`src/rtl/bcd_pkg.sv`:
```
// Shared types and constants for the BCD-to-binary converter.
// Default sizing, the iteration-count helper and the FSM state type.
package bcd_pkg;

  localparam int unsigned DIGITS_DEF = 5;
  localparam int unsigned BIN_W_DEF  = 16;

  localparam logic [3:0] BCD_MAX_DIGIT = 4'd9;

  typedef enum logic [1:0] {
    StIdle,
    StConv,
    StDone
  } state_e;

  // ceil(log2(10^digits)): shifts needed to move every BCD bit into the accumulator.
  function automatic int unsigned calc_iter(int unsigned digits);
    longint unsigned p;
    p = 1;
    for (int unsigned i = 0; i < digits; i++) begin
      p = p * 10;
    end
    return int'($clog2(p));
  endfunction

endpackage

```
`src/rtl/bcd_to_bin_if.sv`:
```
// Start/busy/done handshake bundle between a BCD source and the converter.
// The master requests conversions; the slave (converter) returns the result.
interface bcd_to_bin_if import bcd_pkg::*; #(
  parameter int unsigned DIGITS = DIGITS_DEF,
  parameter int unsigned BIN_W  = BIN_W_DEF
);

  logic                  start;
  logic [4*DIGITS-1:0]   bcd;
  logic [BIN_W-1:0]      bin;
  logic                  busy;
  logic                  done;
  logic                  ovf;
  logic                  err;

  modport master (
    output start,
    output bcd,
    input  bin,
    input  busy,
    input  done,
    input  ovf,
    input  err
  );

  modport slave (
    input  start,
    input  bcd,
    output bin,
    output busy,
    output done,
    output ovf,
    output err
  );

endinterface

```
`src/rtl/bcd_digit_adj.sv`:
```
// Per-digit correction step of reverse double-dabble.
// A digit that reached 8 or more after the right shift had a borrowed 10 worth 8, so fold it to 5.
module bcd_digit_adj (
  input  logic [3:0] in_i,
  output logic [3:0] out_o
);

  always_comb begin
    out_o = (in_i >= 4'd8) ? (in_i - 4'd3) : in_i;
  end

endmodule

```
`src/rtl/bcd_to_bin.sv`:
```
// Sequential BCD-to-binary converter using reverse double-dabble with a fixed latency.
// Holds the FSM, iteration counter, digit/accumulator shift register and result latch.
module bcd_to_bin import bcd_pkg::*; #(
  parameter int unsigned DIGITS = DIGITS_DEF,
  parameter int unsigned BIN_W  = BIN_W_DEF
) (
  input logic          clk,
  input logic          reset_n,
  bcd_to_bin_if.slave  bus
);

  localparam int unsigned ITER  = calc_iter(DIGITS);
  localparam int unsigned DW    = 4 * DIGITS;
  localparam int unsigned CNT_W = $clog2(ITER + 1);
  localparam logic [CNT_W-1:0] CntLast = CNT_W'(ITER - 1);

  state_e            state_q, state_d;
  logic [DW-1:0]     digits_q, digits_d;
  logic [ITER-1:0]   accum_q, accum_d;
  logic [CNT_W-1:0]  cnt_q, cnt_d;
  logic [BIN_W-1:0]  bin_q, bin_d;
  logic              busy_q, busy_d;
  logic              done_q, done_d;
  logic              ovf_q, ovf_d;
  logic              err_q, err_d;

  logic [DW+ITER-1:0] shifted;
  logic [DW-1:0]      digits_adj;
  logic               bad_digit;

  // Digit 0's LSB falls into the accumulator MSB on every shift.
  assign shifted = {digits_q, accum_q} >> 1;

  for (genvar i = 0; i < DIGITS; i++) begin : g_adj
    bcd_digit_adj u_adj (
      .in_i  (shifted[ITER + 4*i +: 4]),
      .out_o (digits_adj[4*i +: 4])
    );
  end

  always_comb begin
    bad_digit = 1'b0;
    for (int i = 0; i < DIGITS; i++) begin
      if (bus.bcd[4*i +: 4] > BCD_MAX_DIGIT) begin
        bad_digit = 1'b1;
      end
    end
  end

  always_comb begin
    state_d  = state_q;
    digits_d = digits_q;
    accum_d  = accum_q;
    cnt_d    = cnt_q;
    bin_d    = bin_q;
    busy_d   = 1'b0;
    done_d   = 1'b0;
    ovf_d    = ovf_q;
    err_d    = err_q;

    unique case (state_q)
      StIdle: begin
        if (bus.start) begin
          digits_d = bus.bcd;
          accum_d  = '0;
          cnt_d    = '0;
          bin_d    = '0;
          ovf_d    = 1'b0;
          if (bad_digit) begin
            state_d = StDone;
            done_d  = 1'b1;
            err_d   = 1'b1;
          end else begin
            state_d = StConv;
            busy_d  = 1'b1;
            err_d   = 1'b0;
          end
        end
      end
      StConv: begin
        digits_d = digits_adj;
        accum_d  = shifted[ITER-1:0];
        cnt_d    = cnt_q + 1'b1;
        if (cnt_q == CntLast) begin
          state_d = StDone;
          done_d  = 1'b1;
          // Any set bit above BIN_W means the value does not fit: saturate.
          if (|shifted[ITER-1:BIN_W]) begin
            bin_d = '1;
            ovf_d = 1'b1;
          end else begin
            bin_d = shifted[BIN_W-1:0];
            ovf_d = 1'b0;
          end
        end else begin
          busy_d = 1'b1;
        end
      end
      StDone: begin
        state_d = StIdle;
      end
      default: begin
        state_d = StIdle;
      end
    endcase
  end

  always_ff @(posedge clk or negedge reset_n) begin
    if (!reset_n) begin
      state_q  <= StIdle;
      digits_q <= '0;
      accum_q  <= '0;
      cnt_q    <= '0;
      bin_q    <= '0;
      busy_q   <= 1'b0;
      done_q   <= 1'b0;
      ovf_q    <= 1'b0;
      err_q    <= 1'b0;
    end else begin
      state_q  <= state_d;
      digits_q <= digits_d;
      accum_q  <= accum_d;
      cnt_q    <= cnt_d;
      bin_q    <= bin_d;
      busy_q   <= busy_d;
      done_q   <= done_d;
      ovf_q    <= ovf_d;
      err_q    <= err_d;
    end
  end

  assign bus.bin  = bin_q;
  assign bus.busy = busy_q;
  assign bus.done = done_q;
  assign bus.ovf  = ovf_q;
  assign bus.err  = err_q;

endmodule

```
`src/flat_wrapper.sv`:
```
// flat-port wrapper written by rule: the top's interface ports become plain ports
module bcd_to_bin_flat import bcd_pkg::*;
#(
  parameter int unsigned DIGITS = DIGITS_DEF,
  parameter int unsigned BIN_W  = BIN_W_DEF
)
  (clk, reset_n, bus_start, bus_bcd, bus_bin, bus_busy, bus_done, bus_ovf, bus_err);
  bcd_to_bin_if #(.DIGITS(DIGITS), .BIN_W(BIN_W)) bus_i ();
  input logic clk;
  input logic reset_n;
  input wire logic [$bits(bus_i.start)-1:0] bus_start;
  input wire logic [$bits(bus_i.bcd)-1:0] bus_bcd;
  output wire logic [$bits(bus_i.bin)-1:0] bus_bin;
  output wire logic [$bits(bus_i.busy)-1:0] bus_busy;
  output wire logic [$bits(bus_i.done)-1:0] bus_done;
  output wire logic [$bits(bus_i.ovf)-1:0] bus_ovf;
  output wire logic [$bits(bus_i.err)-1:0] bus_err;
  assign bus_i.start = bus_start;
  assign bus_i.bcd = bus_bcd;
  assign bus_bin = bus_i.bin;
  assign bus_busy = bus_i.busy;
  assign bus_done = bus_i.done;
  assign bus_ovf = bus_i.ovf;
  assign bus_err = bus_i.err;
  bcd_to_bin #(.DIGITS(DIGITS), .BIN_W(BIN_W)) u_core (.clk(clk), .reset_n(reset_n), .bus(bus_i));
endmodule
```
`config.mk`:
```
export PLATFORM = sky130hd
export DESIGN_NAME = bcd_to_bin_flat
export DESIGN_NICKNAME = d
export VERILOG_FILES = /design/src/rtl/bcd_pkg.sv /design/src/rtl/bcd_to_bin_if.sv /design/src/rtl/bcd_digit_adj.sv /design/src/rtl/bcd_to_bin.sv /design/src/flat_wrapper.sv
export SDC_FILE = /design/constraint.sdc
export NUM_CORES = 1
export LEC_CHECK = 0
export CAP_MARGIN = 20
export CORE_ASPECT_RATIO = 0.75
export CORE_MARGIN = 2
export CORE_UTILIZATION = 49
export CTS_CLUSTER_DIAMETER = 100
export DETAILED_ROUTE_END_ITERATION = 8
export PLACE_DENSITY = 0.79
export RECOVER_POWER = 25
export SLEW_MARGIN = 25
export SYNTH_ARGS = -nofsm -noshare
export SYNTH_HDL_FRONTEND = slang
export SYNTH_SLANG_ARGS = --single-unit
```
`constraint.sdc`:
```
create_clock -name clk -period 1.4 [get_ports clk]
set_input_delay 0.14 -clock clk [delete_from_list [all_inputs] [get_ports clk]]
set_output_delay 0.14 -clock clk [all_outputs]
set_load 0.01 [all_outputs]
```
# ---- Word level (Yosys, flattened, before mapping)
# Index checks and enable logic that the tools add are counted.
dict set report classes {
  add_sub_neg 6
  n_lt_le_gt_ge 10
  n_eq_ne 4
  n_mux 36
  n_reduce_logical 6
}
# cell count
set op_table {}
lappend op_table {{$mux 16} 3}
lappend op_table {{$pmux 20 s2} 1}
lappend op_table {{$pmux 17 s2} 1}
lappend op_table {{$pmux 16 s2} 1}
lappend op_table {{$gt 4x4->1 const B} 5}
lappend op_table {{$mux 20} 1}
lappend op_table {{$mux 4} 5}
lappend op_table {{$mux 17} 1}
lappend op_table {{$ge 4x4->1 const B} 4}
lappend op_table {{$sub 4x2->4 const B} 4}
lappend op_table {{$mux 1} 14}
lappend op_table {{$pmux 5 s2} 1}
lappend op_table {{$mux 2} 3}
lappend op_table {{$pmux 1 s2} 3}
lappend op_table {{$reduce_and 2->1} 3}
lappend op_table {{$add 5x1->5 const B} 1}
lappend op_table {{$eq 5x5->1 const B} 1}
lappend op_table {{$mux 5} 1}
lappend op_table {{$ge 3x4->1 const B} 1}
lappend op_table {{$pmux 2 s2} 1}
lappend op_table {{$sub 3x2->4 const B} 1}
lappend op_table {{$reduce_and 3->1} 1}
lappend op_table {{$eq 2x1->1 const B} 1}
lappend op_table {{$logic_not 2->1} 1}
lappend op_table {{other kinds (3)} 3}
dict set report word_totals {
  ff_bits 64
  input_bits 23
  wordCells 71
}

# ---- Longest topological paths before layout
dict set report logic_depth {
  ltp_word 9
  depth_mapped 6
  ltp_nobuf 5
}

# ---- Cells and area by module
# Synthesis repeated with hierarchy kept, for this count alone.
dict set report hier_totals {
  hier_cells 317
  area_unflattened_um2 3271.9
}
# module n_inst cells_per_inst area_each_um2
set by_module_without_submodules {}
lappend by_module_without_submodules {bcd_to_bin 1 262 2890.3}
lappend by_module_without_submodules {bcd_digit_adj 5 11 76.3}

# ---- Worst setup path before layout
# OpenSTA, ideal clock, no wires.
dict set report synth_path {
  path_type {flip-flop to flip-flop}
  start {register u_core.cnt_q[0]}
  end {register u_core.bin_q[0], in the netlist u_core.bus.bin[0]}
  arrival_time_ns 1.382
  required_time_ns 1.321
  slack_ns -0.061
  path_stages_with_launch 7
  cell_sequence {dfrtp_1 > inv_1 > ha_1 > and4bb_2 > a21oi_4 > buf_6 > mux2i_1}
}
dict set report synth_between {
  elab_chain_cells 3
}
# element line
set synth_lines {}
lappend synth_lines {{start, declared} bcd_to_bin.sv:20} ;# logic [CNT_W-1:0] cnt_q, cnt_d;
lappend synth_lines {{start signal, assigned} bcd_to_bin.sv:123} ;# cnt_q <= cnt_d;
lappend synth_lines {{$eq 5x5->1} bcd_to_bin.sv:84} ;# if (cnt_q == CntLast) begin
lappend synth_lines {{$ne 2x1->1 (no line)} n/a}
lappend synth_lines {{$reduce_and 3->1 (no line)} n/a}
lappend synth_lines {{end signal, assigned} bcd_to_bin.sv:124} ;# bin_q <= bin_d;
lappend synth_lines {{end, declared} bcd_to_bin.sv:21} ;# logic [BIN_W-1:0] bin_q, bin_d;
# No other way between the ends.
# A chain may end at the register's enable or synchronous reset.

# ---- Final worst setup path
dict set report layout_path {
  start {register u_core.cnt_q[1]}
  end {register u_core.bin_q[15], in the netlist u_core.bus.bin[15]}
}
# Same word-level chain as after synthesis.

==> out/qor.csv <==
metric,value,unit
max-cap violations,0,
ys async rst share,100,%
layout cell share with drive strength beyond 1,13.3,%
final setup margin,-4.17,ps
DRT Pass-1 Iters,4,
unrepaired setup endpoints after global routing,yes,
Worst EP arrival,1660,ps
CTS max path bufs,2,
clock-pin slew on the worst setup and hold paths,70,ps
H-tree depth,3,
Worst EP required,1660,ps
WL/cell,15.1,um
area of the core,0.00629,mm^2
Die Width,97.2,um
largest net degree at the start of global routing,64,
final setup fails,1,
Register Area,0.00158,mm^2
Initial Util,50.8,%
Critical-path top delay cell,dfrtp_1,
Buf/Inv on CP,2,
aggregate global routing overflow,0,
CTS tree,built,
largest fanout on the critical path,12,
final hold slack,436,ps
Top delay family on crit path,flip-flops,
Layout fillers,504,
via count,2608,
worst rel slew slack,44.1,%
area occupied by multi-input gates,0.00142,mm^2
Die Y,73.9,um
Final Max Slew Viols,0,
Synth cell types,39,
vias per inst,5.51,
Yosys reg bits,63,
placed standard-cell area,0.00382,mm^2
Main synth FF type,dfrtp_1,
Crit Path Class,reg2reg,
# Post-CTS Setup Buffers,0,
# diodes,0,
CP Launch Type,flip-flop,
"commonest non-fill, non-tap cells in the layout","62 x dfrtp_1, 61 x nand2_1, 28 x clkdlybuf4s50_1",
dpl hpwl,4740,um
CP Capture Type,flip-flop,
CTS root buffer,clkbuf_8,
final hold violations,0,
crit path cell chain,inv_2 > ha_4 > and4bb_4 > a21oi_4 > buf_12 > mux2i_1,
violated checks,setup timing,
Pleak,2.19,nW
die area,0.00718,mm^2
VDD IR max,642,uV
Crit path largest cell delay,370,ps
Detailed Route WL,7150,um
port bufs,42,
initial DRC count,186,
gp weighted congestion,0.851,
antenna violations before repair,0,
TritonCTS buffer count,9,
# nets final,420,
number of global-route vias before repair,2483,
gr usage total,20.6,%
Hold Crit Class,in2reg,
Tightest Pin Transition,839,ps
Cells after Synth,331,
Remaining DRCs,0,
# IOs,43,
"Seq/Total Area, Yosys",49.4,%
PD cells,1340,mW/mm^2
first-pass GRT wire length,11700,um
mapped cell area,0.00319,mm^2
Post-synth EDFFs,0,
Yosys warning count,0,
clock skew,7.90,ps
Clock Latency Late Sink,340,ps
row count,25,
min Tclk post-route,1400,ps
final period utilization,100,%
Peak Freq,712,MHz
DRT antenna net count,0,
TritonCTS Sinks,63,
Mapped Nets,364,
design area,0.00412,mm^2
Synth-to-Final Area Change,29.0,%
Syn Area/Cell,9.65,um^2
"commonest non-fill, non-tap cell in the layout",dfrtp_1,
status,"complete, but fails checks",
==> cells by family after synthesis <==
| logic type | share of synthesized area (%) |
|---|---|
| fa+ha+maj | 3.92 |
| compound gates | 15.1 |
| xor+xnor | 2.19 |
| buf+inv | 7.01 |
| mux | 5.96 |
| simple gates | 16.4 |
| flops | 49.4 |
==> registers in the layout (all words and copies together), names as in the netlist <==
register and cells:
u_core.cnt_q 5, u_core.state_q 2, u_core.accum_q 16, u_core.digits_q 20, u_core.bus.ovf 1, u_core.bus.done 1, u_core.bus.busy 1, u_core.bus.bin 16
u_core.bus.err 1
==> Yosys cell counts (2+ instances only) <==
cell type,n,area [um^2]
xnor2_1,4,35.0
nor3b_1,5,37.5
a31o_2,2,17.5
nor2b_1,8,50.1
a32oi_1,4,35.0
a22oi_1,7,52.6
a31oi_1,3,18.8
xor2_1,4,35.0
dfrtp_1,63,1580
o31ai_1,9,67.6
nand4_1,2,12.5
buf_6,2,22.5
inv_1,27,101
o211a_1,4,40.0
a21oi_1,11,55.1
nand2_1,61,229
nor2_1,12,45.0
o21ai_0,23,115
o22a_1,4,35.0
nand3_1,15,75.1
ha_1,10,125
buf_4,4,30.0
o21ai_1,2,10.0
clkbuf_1,3,11.3
buf_2,10,50.1
mux2i_1,19,190
==> tightest hold or removal path, stage by stage <==
cell and delay, ps:
clkdlybuf4s50_1 410, nor2_1 110, o31ai_1 70
==> through the flow <==
stage / setup TNS (ps) / worst slack [ps] / power [mW] / instances / utilization [%]
finish: -4.17 / -4.17 / 5.51 / 473 / 65.5
global route: -272 / -55.0 / 5.80 / 473 / 65.5
CTS: -469 / -76.6 / 5.53 / 473 / 64.8
detailed placement: -3630 / -119 / 3.71 / 456 / 60.8
global placement: -1910 / -69.3 / 3.64 / 456 / 60.8
floorplan: -88.5 / -11.1 / 3.18 / 331 / -
==> path summary, 6_finish.rpt <==
| path | startpoint | cells past startpoint | slack (ps) | end |
|---|---|---|---|---|
| worst min register to register | u_core.cnt_q[4] | 1 | 490 | u_core.cnt_q[4] |
| max in group asynchronous | reset_n | 3 | 260 | u_core.state_q[0] |
| worst max register to register | u_core.cnt_q[1] | 6 | -4 | u_core.bus.bin[15] |
| worst max-delay path | u_core.cnt_q[1] | 6 | -4 | u_core.bus.bin[15] |
| worst min-delay path | bus_bcd[9] | 3 | 440 | u_core.digits_q[9] |
| min in group asynchronous | reset_n | 3 | 540 | u_core.bus.bin[10] |
==> routing by layer <==
layer	track usage, %	vias up	routed length [um]
met4	8.33	0	98
met3	5.42	13	416
met2	31.5	88	3450
met5	0	-	0
met1	28.4	1272	3180
li1	-	1235	-
==> what timing repair did <==
action | 4_1_cts | 5_1_grt
hold endpoints to repair | 63 | 0
pin swaps | 0 | 0
endpoints found under the setup margin | 20 | 41
hold buffers | 1 | 0
gates resized for setup | 3 | 19
==> area by class of cell <==
class | instances | share of cell area, %
flip-flops and latches | 63 | 38.3
multi-input cells | 220 | 34.5
repair buffers | 66 | 16.6
clock buffers | 11 | 3.68
inverters | 27 | 2.46
well taps | 81 | 2.46
clock inverters | 5 | 1.94
==> where the power goes <==
group	internal (mW)	leakage, nW	total (mW)	switching, mW
clock network	1.10	0.112	1.80	0.701
logic	0.671	1.25	1.35	0.676
registers	2.06	0.830	2.36	0.299
total	3.83	2.19	5.51	1.68
Note: power is estimated with default switching activity, not from simulation.
